**config.mk**
```make
export PLATFORM = sky130hd
export DESIGN_NAME = pos_pixel_scan
export DESIGN_NICKNAME = d
export VERILOG_FILES = /design/src/rtl/pos_pixel_scan.sv
export SDC_FILE = /design/constraint.sdc
export NUM_CORES = 1
export LEC_CHECK = 0
export ABC_AREA = 1
export BUFFER_PORTS_ARGS = -buffer_cell sky130_fd_sc_hd__buf_2
export CAP_MARGIN = 10
export CORE_UTILIZATION = 28
export CTS_BUF_LIST = sky130_fd_sc_hd__clkbuf_4
export CTS_CLUSTER_DIAMETER = 50
export DETAILED_ROUTE_END_ITERATION = 8
export GPL_TIMING_DRIVEN = 0
export HOLD_SLACK_MARGIN = 0.15
export PLACE_DENSITY = 0.51
export RECOVER_POWER = 50
export SETUP_SLACK_MARGIN = 0.15
export SLEW_MARGIN = 10
export SYNTH_ARGS = -nofsm -noshare
export SYNTH_HDL_FRONTEND = slang
export SYNTH_SLANG_ARGS = --single-unit
```
**constraint.sdc**
```tcl
create_clock -name clk -period 3.4 [get_ports clk]
set_input_delay 0.34 -clock clk [delete_from_list [all_inputs] [get_ports clk]]
set_output_delay 0.34 -clock clk [all_outputs]
set_load 0.01 [all_outputs]
```
**src/rtl/pos_pixel_scan.sv**
```systemverilog
// -----------------------------------------------------------------------------
// pos_pixel_scan
//
// Reads the n-body core's x/y position RAMs, body 0 up to num_bodies-1, and
// turns each IEEE-754 double pair into integer screen coordinates. The results
// leave as an ordered valid/ready pixel stream for the framebuffer writer.
// The scan is meant to run between simulation passes, while the core holds
// its done flag.
//
// Pipeline:
//   stage 0 : rd_en/rd_addr are issued to the RAMs (1-cycle read latency)
//   stage 1 : rd_x/rd_y return and are converted combinationally
//   stage 2 : the converted beat is written into a 4-entry output FIFO
// A read is only issued when FIFO occupancy plus in-flight reads is at most 3,
// so every beat already has a FIFO slot reserved when it lands.
//
// Optional feature (macro PIX_CLIP_EN):
//   When PIX_CLIP_EN is defined, offscreen beats are dropped at stage 2 and
//   give their credit back at that point.
//   When it is undefined, every body produces a beat and out_onscreen flags
//   whether it is visible.
//
// Ports:
//   clk, rst          clock, asynchronous active-low reset
//   start, num_bodies scan request; num_bodies is sampled on an accepted start
//   busy, done        scan in progress / one-cycle completion pulse
//   rd_en, rd_addr    read request to the position RAMs
//   rd_x, rd_y        RAM read data, valid the cycle after rd_en
//   out_valid/ready   pixel stream handshake
//   out_idx, out_px, out_py, out_onscreen   pixel beat fields
// -----------------------------------------------------------------------------
module pos_pixel_scan #(
  parameter int BODIES          = 512,
  parameter int BODY_ADDR_WIDTH = $clog2(BODIES),
  parameter int DATA_WIDTH      = 64,
  parameter int SCALE_SHIFT     = 0,
  parameter int SCREEN_W        = 640,
  parameter int SCREEN_H        = 480,
  parameter int PIX_W           = 12
) (
  input  logic                       clk,
  input  logic                       rst,
  input  logic                       start,
  input  logic [BODY_ADDR_WIDTH-1:0] num_bodies,
  output logic                       busy,
  output logic                       done,
  output logic                       rd_en,
  output logic [BODY_ADDR_WIDTH-1:0] rd_addr,
  input  logic [DATA_WIDTH-1:0]      rd_x,
  input  logic [DATA_WIDTH-1:0]      rd_y,
  output logic                       out_valid,
  input  logic                       out_ready,
  output logic [BODY_ADDR_WIDTH-1:0] out_idx,
  output logic [PIX_W-1:0]           out_px,
  output logic [PIX_W-1:0]           out_py,
  output logic                       out_onscreen
);

  localparam int AW = BODY_ADDR_WIDTH;
  localparam int CW = PIX_W + 2;

  typedef logic signed [CW-1:0] coord_t;
  typedef enum logic [1:0] {IDLE, ISSUE, DRAIN, DONE} state_t;

  typedef struct packed {
    logic [AW-1:0]    idx;
    logic [PIX_W-1:0] px;
    logic [PIX_W-1:0] py;
    logic             on;
  } beat_t;

  localparam coord_t          HALF_W   = coord_t'(SCREEN_W / 2);
  localparam coord_t          HALF_H   = coord_t'(SCREEN_H / 2);
  localparam coord_t          SCR_W    = coord_t'(SCREEN_W);
  localparam coord_t          SCR_H    = coord_t'(SCREEN_H);
  // Saturation magnitude 2^PIX_W-1 lands outside any screen once centred.
  localparam coord_t          SAT_MAG  = {2'b00, {PIX_W{1'b1}}};
  localparam logic [AW-1:0]   ADDR_ONE = {{(AW-1){1'b0}}, 1'b1};

  // Double -> truncated signed integer after scaling by 2^SCALE_SHIFT.
  function automatic coord_t to_int(input logic [DATA_WIDTH-1:0] d);
    logic [10:0] e;
    logic [52:0] mant;
    logic [52:0] mag;
    int          k;
    coord_t      r;
    e    = d[62:52];
    mant = {1'b1, d[51:0]};
    k    = int'({21'd0, e}) - 32'sd1023 + SCALE_SHIFT;
    mag  = '0;
    if (e == 11'd0 || k < 32'sd0) begin
      r = '0;
    end else if (e == 11'h7FF || k >= PIX_W) begin
      r = d[63] ? -SAT_MAG : SAT_MAG;
    end else begin
      mag = mant >> (32'sd52 - k);
      r   = d[63] ? -coord_t'(mag) : coord_t'(mag);
    end
    return r;
  endfunction

  state_t        state;
  logic [AW-1:0] nb;
  logic          rd_pend;
  logic [AW-1:0] rd_idx;
  beat_t         fifo_mem [4];
  logic [1:0]    wr_ptr;
  logic [1:0]    rd_ptr;
  logic [2:0]    fifo_cnt;

  coord_t     ix, iy, px_c, py_c;
  logic       on_c;
  beat_t      beat_c;
  logic       push, pop;
  logic [2:0] cnt_next;
  logic       credit_ok;

  assign out_valid    = (fifo_cnt != 3'd0);
  assign out_idx      = fifo_mem[rd_ptr].idx;
  assign out_px       = fifo_mem[rd_ptr].px;
  assign out_py       = fifo_mem[rd_ptr].py;
  assign out_onscreen = fifo_mem[rd_ptr].on;

  // Stage 1 conversion, screen mapping, FIFO bookkeeping and read credit.
  always_comb begin
    ix   = to_int(rd_x);
    iy   = to_int(rd_y);
    px_c = ix + HALF_W;
    py_c = HALF_H - iy;                    // screen y grows downward
    on_c = !px_c[CW-1] && (px_c < SCR_W) && !py_c[CW-1] && (py_c < SCR_H);
    beat_c.idx = rd_idx;
    beat_c.px  = on_c ? px_c[PIX_W-1:0] : {PIX_W{1'b0}};
    beat_c.py  = on_c ? py_c[PIX_W-1:0] : {PIX_W{1'b0}};
    beat_c.on  = on_c;
`ifdef PIX_CLIP_EN
    push = rd_pend && on_c;
`else
    push = rd_pend;
`endif
    pop       = out_valid && out_ready;
    cnt_next  = fifo_cnt + {2'b00, push} - {2'b00, pop};
    // Occupancy after this edge plus the read now in flight must leave room.
    credit_ok = (cnt_next + {2'b00, rd_en}) <= 3'd3;
  end

  // Scan control FSM: read issue, stage-1 tracking, busy/done.
  always_ff @(posedge clk or negedge rst) begin
    if (!rst) begin
      state   <= IDLE;
      nb      <= '0;
      busy    <= 1'b0;
      done    <= 1'b0;
      rd_en   <= 1'b0;
      rd_addr <= '0;
      rd_pend <= 1'b0;
      rd_idx  <= '0;
    end else begin
      done    <= 1'b0;
      rd_pend <= rd_en;
      if (rd_en) begin
        rd_idx <= rd_addr;
      end
      case (state)
        IDLE: begin
          rd_en <= 1'b0;
          if (start) begin
            nb   <= num_bodies;
            busy <= 1'b1;
            if (num_bodies == '0) begin
              state <= DONE;
              done  <= 1'b1;
            end else begin
              rd_en   <= 1'b1;
              rd_addr <= '0;
              state   <= (num_bodies == ADDR_ONE) ? DRAIN : ISSUE;
            end
          end
        end
        ISSUE: begin
          if (credit_ok) begin
            rd_en   <= 1'b1;
            rd_addr <= rd_addr + ADDR_ONE;
            if ((rd_addr + ADDR_ONE) == (nb - ADDR_ONE)) begin
              state <= DRAIN;
            end
          end else begin
            rd_en <= 1'b0;
          end
        end
        DRAIN: begin
          rd_en <= 1'b0;
          // Finish on the edge that empties the pipe so done follows the last handshake.
          if (cnt_next == 3'd0 && !rd_en) begin
            state <= DONE;
            done  <= 1'b1;
          end
        end
        DONE: begin
          rd_en <= 1'b0;
          busy  <= 1'b0;
          state <= IDLE;
        end
        default: begin
          rd_en <= 1'b0;
          busy  <= 1'b0;
          state <= IDLE;
        end
      endcase
    end
  end

  // Four-entry output FIFO (stage 2 write, stream-side read).
  always_ff @(posedge clk or negedge rst) begin
    if (!rst) begin
      wr_ptr   <= 2'd0;
      rd_ptr   <= 2'd0;
      fifo_cnt <= 3'd0;
      for (int i = 0; i < 4; i++) begin
        fifo_mem[i] <= '0;
      end
    end else begin
      if (push) begin
        fifo_mem[wr_ptr] <= beat_c;
        wr_ptr           <= wr_ptr + 2'd1;
      end
      if (pop) begin
        rd_ptr <= rd_ptr + 2'd1;
      end
      fifo_cnt <= cnt_next;
    end
  end

endmodule

```
# Word-level counts from Yosys, hierarchy flattened
# Cells that the tools add are included.
[word_totals] register_bits=176 in_bits=141 word_cells=131
[op_classes] n_addsub=15 order_cmp=10 n_eq_ne=12 shift=2 muxes=37 n_bitwise=2 n_reduce_logical=26
[op_table] cell="bitwise mux 136 bit" count=1
[op_table] cell="two-way mux 14 bit" count=8
[op_table] cell=">> shifter 53 x 32 -> 14 bit" count=2
[op_table] cell="two-way mux 34 bit" count=3
[op_table] cell="binary-select mux 34 bit (select 2 bit)" count=1
[op_table] cell="demux 34 bit (select 2 bit)" count=1
[op_table] cell="negation 14 bit" count=2
[op_table] cell="two-way mux 9 bit" count=3
[op_table] cell="subtractor 7 x 12 -> 13 bit, first input constant" count=2
[op_table] cell="greater-or-equal comparator 12 x 5 -> 1 bit, second input constant" count=2
[op_table] cell="< comparator 12 x 1 -> 1 bit, second input constant" count=2
[op_table] cell="two-way mux 12 bit" count=2
[op_table] cell="subtractor 11 x 10 -> 12 bit, second input constant" count=2
[op_table] cell="equality test 11 bit, second input constant" count=2
[op_table] cell="logical NOT 11 bit" count=2
[op_table] cell="one-hot mux 9 bit (2 select lines)" count=1
[op_table] cell="adder 14 x 10 -> 14 bit, second input constant" count=1
[op_table] cell="< comparator 14 x 10 -> 1 bit, second input constant" count=1
[op_table] cell="< comparator 14 x 11 -> 1 bit, second input constant" count=1
[op_table] cell="subtractor 9 x 14 -> 14 bit, first input constant" count=1
[op_table] cell="two-way mux 2 bit" count=6
[op_table] cell="!= test 2 bit, second input constant" count=5
[op_table] cell="adder 9 x 1 -> 9 bit, second input constant" count=1
[op_table] cell="equality test 9 x 1 -> 1 bit, second input constant" count=1
[op_table] cell="26 further kinds" count=51

# Longest topological paths before layout
# Gate-level depths: netlist (run 1).
[depth] ltp_word=14 depth_mapped=49 mapped_depth_nobuf=46

# Worst setup path after synthesis (run 1)
# Ideal clock, no wire load.
[synth_path] path_type="input to register" from="in rd_x[52]" to="reg fifo_mem[103] (netlist bit)" setup_ns=0.066 arrival_ns=4.855 t_required_ns=3.334 path_slack_ns=-1.521 path_stages=43 path_buffers=3 cell_sequence="inv_2 -> clkbuf_1 -> ha_1 -> inv_1 -> nand2_1 -> nand2_1 -> nand2_1 -> nand3_2 -> nand2_1 -> nor2_1 -> nor2_8 -> nand2_4 -> inv_4 -> buf_6 -> nand3_2 -> nand3_1 -> nand2_1 -> nand2_1 -> [7 not listed] -> ha_1 -> nand2_1 -> nor2_2 -> nand2_1 -> nand3_1 -> nand3_1 -> nand2_1 -> inv_1 -> ha_1 -> nand3b_1 -> nand3_1 -> nand2_1 -> nor2_1 -> nand4_2 -> nor2_8 -> buf_6 -> nand3_1 -> nand2_1"
[synth_between] elab_chain_cells=14
[synth_rtl] item="start: declaration" line_no="49" text="input logic [DATA_WIDTH-1:0] rd_x,"
[synth_rtl] item="subtractor 11 x 10 -> 12 bit" line_no="89" text="k = int'({21'd0, e}) - 32'sd1023 + SCALE_SHIFT;"
[synth_rtl] item="subtractor 7 x 12 -> 13 bit" line_no="96" text="mag = mant >> (32'sd52 - k);"
[synth_rtl] item=">> shifter 53 x 32 -> 14 bit" line_no="96"
[synth_rtl] item="negation 14 bit" line_no="97" text="r = d[63] ? -coord_t'(mag) : coord_t'(mag);"
[synth_rtl] item="two-way mux 14 bit" line_no="97"
[synth_rtl] item="two-way mux 14 bit" line_no="93" text="end else if (e == 11'h7FF || k >= PIX_W) begin"
[synth_rtl] item="two-way mux 14 bit *" line_no="91" text="if (e == 11'd0 || k < 32'sd0) begin"
[synth_rtl] item="adder 14 x 10 -> 14 bit *" line_no="128" text="px_c = ix + HALF_W;"
[synth_rtl] item="< comparator 14 x 11 -> 1 bit or logical NOT 1 bit (tied branches)" line_no="130" text="on_c = !px_c[CW-1] && (px_c < SCR_W) && !py_c[CW-1] && (py_c < SCR_H);"
[synth_rtl] item="logical AND 1 bit * (3 in series)" line_no="130"
[synth_rtl] item="two-way mux 12 bit *" line_no="133" text="beat_c.py = on_c ? py_c[PIX_W-1:0] : {PIX_W{1'b0}};"
[synth_rtl] item="bitwise mux 136 bit *" line_no="223" text="fifo_mem[wr_ptr] <= beat_c;"
[synth_rtl] item="end signal: indexed assignment" line_no="223"
[synth_rtl] item="end: declaration" line_no="106" text="beat_t fifo_mem [4];"
# Every way passes the cells marked *; elsewhere a longest branch is shown, timed or not.
# A chain may end at the register's enable or synchronous reset.

# Final worst setup path (run 1)
[layout_path] from="in rd_y[52]" to="reg fifo_mem[86] (netlist bit)"
[layout_between] elab_chain_cells=13
[layout_rtl] item="start: declaration" line_no="50" text="input logic [DATA_WIDTH-1:0] rd_y,"
[layout_rtl] item="subtractor 11 x 10 -> 12 bit" line_no="89"
[layout_rtl] item="subtractor 7 x 12 -> 13 bit" line_no="96"
[layout_rtl] item=">> shifter 53 x 32 -> 14 bit" line_no="96"
[layout_rtl] item="negation 14 bit" line_no="97"
[layout_rtl] item="two-way mux 14 bit" line_no="97"
[layout_rtl] item="two-way mux 14 bit" line_no="93"
[layout_rtl] item="two-way mux 14 bit *" line_no="91"
[layout_rtl] item="subtractor 9 x 14 -> 14 bit *" line_no="129" text="py_c = HALF_H - iy;"
[layout_rtl] item="parallel branches: the longest is 2 deep, another holds < comparator 14 x 10 -> 1 bit"
[layout_rtl] item="logical AND 1 bit *" line_no="130"
[layout_rtl] item="two-way mux 12 bit *" line_no="132" text="beat_c.px = on_c ? px_c[PIX_W-1:0] : {PIX_W{1'b0}};"
[layout_rtl] item="bitwise mux 136 bit *" line_no="223"
# Mark *: on every way between the ends.

==> impl_metrics.env, run 1 <==
export IMPL_max_stage_delay_ns=0.27
export IMPL_initial_core_util=0.284
export IMPL_grt_pass1_vias=20031
export IMPL_cts_sinks=176
export IMPL_die_h_um=247
export IMPL_synthCells=2768
export IMPL_rows=89
export IMPL_placed_cells=3730
export IMPL_antenna_left=0
export IMPL_tightestPinTransition_ns=2.71
export IMPL_die_area_um2=60900
export IMPL_start_kind="input pin"
export IMPL_setup_viol=80
export IMPL_ys_seq_elements=176
export IMPL_gp_congestion=0.955
export IMPL_synth_edff_count=0
export IMPL_cpMaxStageDelayCell="ha_4"
export IMPL_path_max_fanout=10
export IMPL_clk_insertion_delay_late_ns=0.60
export IMPL_dp_hpwl_um=53100
export IMPL_yosysWarnings=0
export IMPL_syn_area_per_cell_um2=6.06
export IMPL_wl_per_cell_um=18.6
export IMPL_period_share=1.39
export IMPL_syn_area_um2=16800
export IMPL_worstPathRequired_ns=3.93
export IMPL_drv_cap=1
export IMPL_violations="design-rule violations, max-capacitance violations, max-slew violations, negative setup slack"
export IMPL_async_reset_ff_frac=1.00
export IMPL_synthFlopType="dfrtp_1"
export IMPL_drtIter0Drc=2056
export IMPL_hold_class="in -> reg"
export IMPL_crit_type="in -> reg"
export IMPL_synth_largest_area_cell="dfrtp_1"
export IMPL_drtPass1Iterations=8
export IMPL_drv_slew=106
export IMPL_arrival_ns=5.26
export IMPL_core_um2=59100
export IMPL_tritoncts="yes"
export IMPL_path_buf_inv=10
export IMPL_syn_nets=2934
export IMPL_cts_buffer_depth=2
export IMPL_routed_wl_um=72300
export IMPL_numCtsBuffers=17
export IMPL_synth_distinct_cells=47
export IMPL_port_buffers=187
export IMPL_cts_root_buf="clkbuf_4"
export IMPL_place_ws_ns=-2.55
export IMPL_antenna_found_initial=4
export IMPL_overflow=0
export IMPL_hold_viol=0
export IMPL_htree_levels=4
export IMPL_boundaryPins=188
export IMPL_cp_common_cell="nand2_1"
export IMPL_yosysTopAreaCellShare=0.262
export IMPL_synthTopCellsByCount="787 x nand2_1, 674 x nand3_1, 183 x inv_1, 176 x dfrtp_1, 176 x nor2_1"
export IMPL_p_leak_nw=10.7
export IMPL_placed_area_um2=19100
export IMPL_stdcell_count=3896
export IMPL_crit_family="simple AND/OR/NAND/NOR gates"
export IMPL_vias_per_cell=5.37
export IMPL_seqCellArea_um2=4400
export IMPL_path_clk_slew_ns=0.13
export IMPL_final_nets=3275
export IMPL_drc_errors=10
export IMPL_endpoint_kind="flop"
export IMPL_die_x_um=247
export IMPL_area_growth_pct=32.1
export IMPL_drive_gt1_frac=0.245
export IMPL_grt_max_degree=106
export IMPL_irDropWorstVdd_mv=0.260
export IMPL_ys_top_cells_by_area="dfrtp_1 26%, nand3_1 20%, nand2_1 18%, nand4_1 6.3%, o21ai_0 4.5%"
export IMPL_fin_area_um2=22200
export IMPL_multi_input_area_um2=12200
export IMPL_max_slew_margin_rel=-0.806
export IMPL_min_period_ns=4.74
export IMPL_ys_seq_area_frac=0.262
export IMPL_yosysMostFrequentCell="nand2_1"
export IMPL_rsz0062_at_grt="yes"
export IMPL_via_count=20923
export IMPL_grtUsageTotal=0.234
export IMPL_max_freq_ghz=0.211
export IMPL_n_fill_cell=6460
export IMPL_finalClockSkew_ns=0.0303
export IMPL_grt_pass1_wl_um=112000
export IMPL_status="finished, violations left"
export IMPL_powerDensity_nw_per_um2=495
export IMPL_fin_ws_ns=-1.34
-- state kept, by name (all words and copies together), names as in the netlist --
name      count
rd_ptr        2
wr_ptr        2
nb            9
push          1
done          1
rd_en         1
state         2
fifo_cnt      3
rd_addr       9
busy          1
fifo_mem    136
rd_idx        9
-- per-layer routing --
layer  up-vias  GRT usage  wire (um)
met4         2     0.0948       3060
met2       918      0.378      33000
met1      9705      0.317      31400
li1      10082          -          -
met3       216     0.0264       4780
met5         -          0         14
-- final timing paths --
kind / from / endpoint / slack, ns / cells past startpoint
worst max-delay path: rd_y[52] / fifo_mem[86] / -1.34 / 44
worst min-delay path: out_ready / rd_ptr[1] / 0.22 / 4
worst max register to register: fifo_cnt[1] / rd_addr[4] / 0.49 / 13
worst min register to register: fifo_mem[82] / fifo_mem[82] / 0.49 / 2
max in group asynchronous: rst / state[1] / 0.27 / 4
min in group asynchronous: rst / fifo_mem[46] / 1.26 / 3
-- repair_timing --
item | in CTS | in global routing
setup endpoints to repair | 89 | 90
setup buffers | 84 | 22
gates resized for setup | 219 | 188
hold endpoints to repair | 116 | 0
gates cloned | 13 | 3
pin swaps | 108 | 118
hold buffers | 11 | 0
-- power breakdown --
group / internal (mW) / switching (mW)
combinational: 2.33 / 4.35
sequential: 2.79 / 0.403
clock: 0.376 / 0.724
-- through the flow --
stage,power (mW),utilization,setup TNS [ns],hold WS (ns)
after floorplan,7.12,-,-90.16,0.0444
after global placement,9.24,0.322,-385.62,0.453
after detailed placement,9.24,0.323,-202.40,0.429
after CTS,10.7,0.360,-95.05,0.191
after global routing,11.9,0.375,-142.63,0.183
final,11.0,0.375,-102.29,0.223
-- cells in the final DEF (no fill, tap or decap), types with 19 or more instances in the layout --
master,instances
a21oi_1,47
buf_1,20
buf_2,207
buf_4,96
buf_6,30
buf_8,19
clkbuf_1,79
clkbuf_4,24
dfrtp_1,176
inv_1,174
nand2_1,708
nand2_2,76
nand3_1,528
nand3_2,143
nand4_1,169
nor2_1,151
nor2_4,20
o21ai_0,146
o22ai_1,35
xor2_1,24
-- layout make-up --
cell class | instances | area share
multi-input cells | 2206 | 0.548
flip-flops and latches | 176 | 0.199
repair buffers | 321 | 0.108
plain buffers | 187 | 0.0552
well taps | 773 | 0.0436
inverters | 200 | 0.0353
clock buffers | 21 | 0.00711
clock inverters | 9 | 0.00316
diodes | 3 | 0.000339
-- kinds of logic after synthesis --
group / count (synthesis) / synth area share
compound gates: 278 / 0.0903
xor+xnor: 37 / 0.0193
fa+ha+maj: 25 / 0.0191
buf+inv: 387 / 0.102
flops: 176 / 0.262
simple gates: 1865 / 0.507
-- worst register-to-register path: stages (launching register included) --
cell and delay, ns:
dfrtp_1 0.41, nor2_1 0.23, a21boi_2 0.15, ha_1 0.30
inv_1 0.04, ha_1 0.18, fa_1 0.50, ha_1 0.24
xor2_1 0.18, nand2_1 0.08, nand2_1 0.09, a21oi_4 0.18
nand2_2 0.14, o21ai_0 0.17
Power figures use the tool's default switching activity.
==> run 2, diff against run 1 <==
CORE_UTILIZATION = 50   (was 28)
GPL_TIMING_DRIVEN = unset   (was 0)
PLACE_DENSITY = 0.77   (was 0.51)
==> impl_metrics.env, run 2 (synthesis results as in run 1) <==
export IMPL_die_x_um=185
export IMPL_dr_max_layer_used="met4"
export IMPL_min_period_ns=4.95
export IMPL_fin_area_um2=23300
export IMPL_wl_per_cell_um=17.0
export IMPL_crit_type="in -> reg"
export IMPL_rsz0062_at_grt="yes"
export IMPL_whs_ns=0.295
export IMPL_tightestPinTransition_ns=2.58
export IMPL_status="finished, violations left"
export IMPL_antenna_found_initial=1
export IMPL_worstPathRequired_ns=3.92
export IMPL_grt_pass1_vias=20875
export IMPL_start_kind="input pin"
export IMPL_core_um2=32800
export IMPL_antenna_left=0
export IMPL_vias_per_cell=6.00
export IMPL_final_common_cell="nand2_1"
export IMPL_htree_levels=4
export IMPL_drc_errors=35
export IMPL_cts_root_buf="clkbuf_4"
export IMPL_hold_path_depth=4
export IMPL_arrival_ns=5.47
export IMPL_area_growth_pct=38.5
export IMPL_rows=66
export IMPL_violations="design-rule violations, max-capacitance violations, max-slew violations, negative setup slack"
export IMPL_place_ws_ns=-1.92
export IMPL_path_clk_slew_ns=0.16
export IMPL_drv_cap=1
export IMPL_gp_congestion=0.994
export IMPL_overflow=0
export IMPL_regMostFlops="fifo_mem"
export IMPL_fin_ws_ns=-1.55
export IMPL_hold_path_end="rd_ptr[0]"
export IMPL_placed_cells=3586
export IMPL_placed_area_um2=20600
export IMPL_max_freq_ghz=0.202
export IMPL_cpMaxStageDelayCell="nand3_1"
export IMPL_die_h_um=185
export IMPL_grtUsageTotal=0.349
export IMPL_stdcell_count=3723
export IMPL_path_max_fanout=18
export IMPL_grt_max_degree=105
export IMPL_multi_input_area_um2=11900
export IMPL_period_share=1.46
export IMPL_endpoint_kind="flop"
export IMPL_drtIter0Drc=2430
export IMPL_cts_buffer_depth=2
export IMPL_seqCellArea_um2=4410
export IMPL_hold_class="in -> reg"
export IMPL_boundaryPins=188
export IMPL_n_fill_cell=2662
export IMPL_drv_slew=105
export IMPL_layout_common_cells="728 x nand2_1, 548 x nand3_1, 410 x buf_4, 179 x buf_2, 175 x dfrtp_1"
export IMPL_p_leak_nw=11.8
export IMPL_wl_met1_um=24600
export IMPL_largest_reg_flops=136
export IMPL_cts_sinks=176
export IMPL_irDropWorstVdd_mv=0.507
export IMPL_finalClockSkew_ns=0.0185
export IMPL_drtPass1Iterations=9
export IMPL_reg2regPathDepth=13
export IMPL_max_stage_delay_ns=0.27
export IMPL_max_slew_margin_rel=-0.719
export IMPL_drive_gt1_frac=0.299
export IMPL_die_area_um2=34300
export IMPL_r2r_slack_ns=0.45
export IMPL_dr_wl_met3_um=5480
export IMPL_wl_met2_um=30000
export IMPL_initial_core_util=0.512
export IMPL_final_nets=3433
export IMPL_hold_start="out_ready"
export IMPL_via_count=22331
export IMPL_port_buffers=187
export IMPL_clk_insertion_delay_late_ns=0.58
export IMPL_powerDensity_nw_per_um2=489
export IMPL_setup_viol=80
export IMPL_dp_hpwl_um=40700
export IMPL_timing_rr_end="rd_addr[4]"
export IMPL_routed_wl_um=63100
export IMPL_hold_viol=0
export IMPL_r2r_start="fifo_cnt[1]"
export IMPL_grt_pass1_wl_um=98300
export IMPL_tritoncts="yes"
export IMPL_numCtsBuffers=17
[run 2: what timing repair did]
action                                 CTS  global route
hold buffers                            11             0
setup endpoints to repair               80            88
cloned                                  14             9
buffers inserted                        48            22
pin swaps                               48           114
gates resized for setup                 86           180
endpoints found under the hold margin  115             0
[run 2: how the worst max path moves through the flow]
stage	from	to	slack (ns)	cells past startpoint
after CTS	rd_y[53]	fifo_mem[69]	-1.07	44
final	rd_y[53]	fifo_mem[52]	-1.55	43
after global placement	rd_y[52]	fifo_mem[106]	-1.72	38
after floorplan	rd_y[52]	fifo_mem[103]	-1.14	41
after detailed placement	rd_y[52]	fifo_mem[40]	-1.92	40
after global routing	rd_y[52]	fifo_mem[52]	-1.70	43
[run 2: area by class of cell]
cell class,count,share of cell area
multi-input cells,2205,0.510
repair buffers,667,0.231
flip-flops and latches,176,0.189
inverters,200,0.0336
well taps,442,0.0238
clock inverters,15,0.00705
clock buffers,17,0.00549
diodes,1,0.000108
[run 2: critical path: cells and delay by family]
family                     cells  cell delay, ns
and+or+nand+nor               29            3.18
buffers and inverters          9            1.16
adders and majority gates      2            0.44
AOI/OAI and AO/OA              3            0.35
[run 2: metal layers]
| layer | track usage | vias up |
|---|---|---|
| li1 | - | 10416 |
| met5 | 0 | - |
| met4 | 0.171 | 0 |
| met2 | 0.577 | 1322 |
| met3 | 0.0541 | 308 |
| met1 | 0.442 | 10285 |
[run 2: per-stage QoR]
| step | power (mW) | util | setup TNS (ns) |
|---|---|---|---|
| 2_1_floorplan | 7.12 | - | -90.16 |
| 3_3_place_gp | 9.20 | 0.629 | -135.42 |
| 3_5_place_dp | 9.42 | 0.629 | -150.06 |
| 4_1_cts | 10.9 | 0.676 | -81.80 |
| 5_1_grt | 12.2 | 0.709 | -146.70 |
| 6_report | 11.4 | 0.709 | -118.53 |
[run 2: power by group]
part / leakage [nW] / internal, mW / switching [mW]
sequential: 2.34 / 2.79 / 0.447
clock: 0.151 / 0.402 / 0.839
combinational: 9.32 / 2.72 / 4.17
total: 11.8 / 5.92 / 5.46
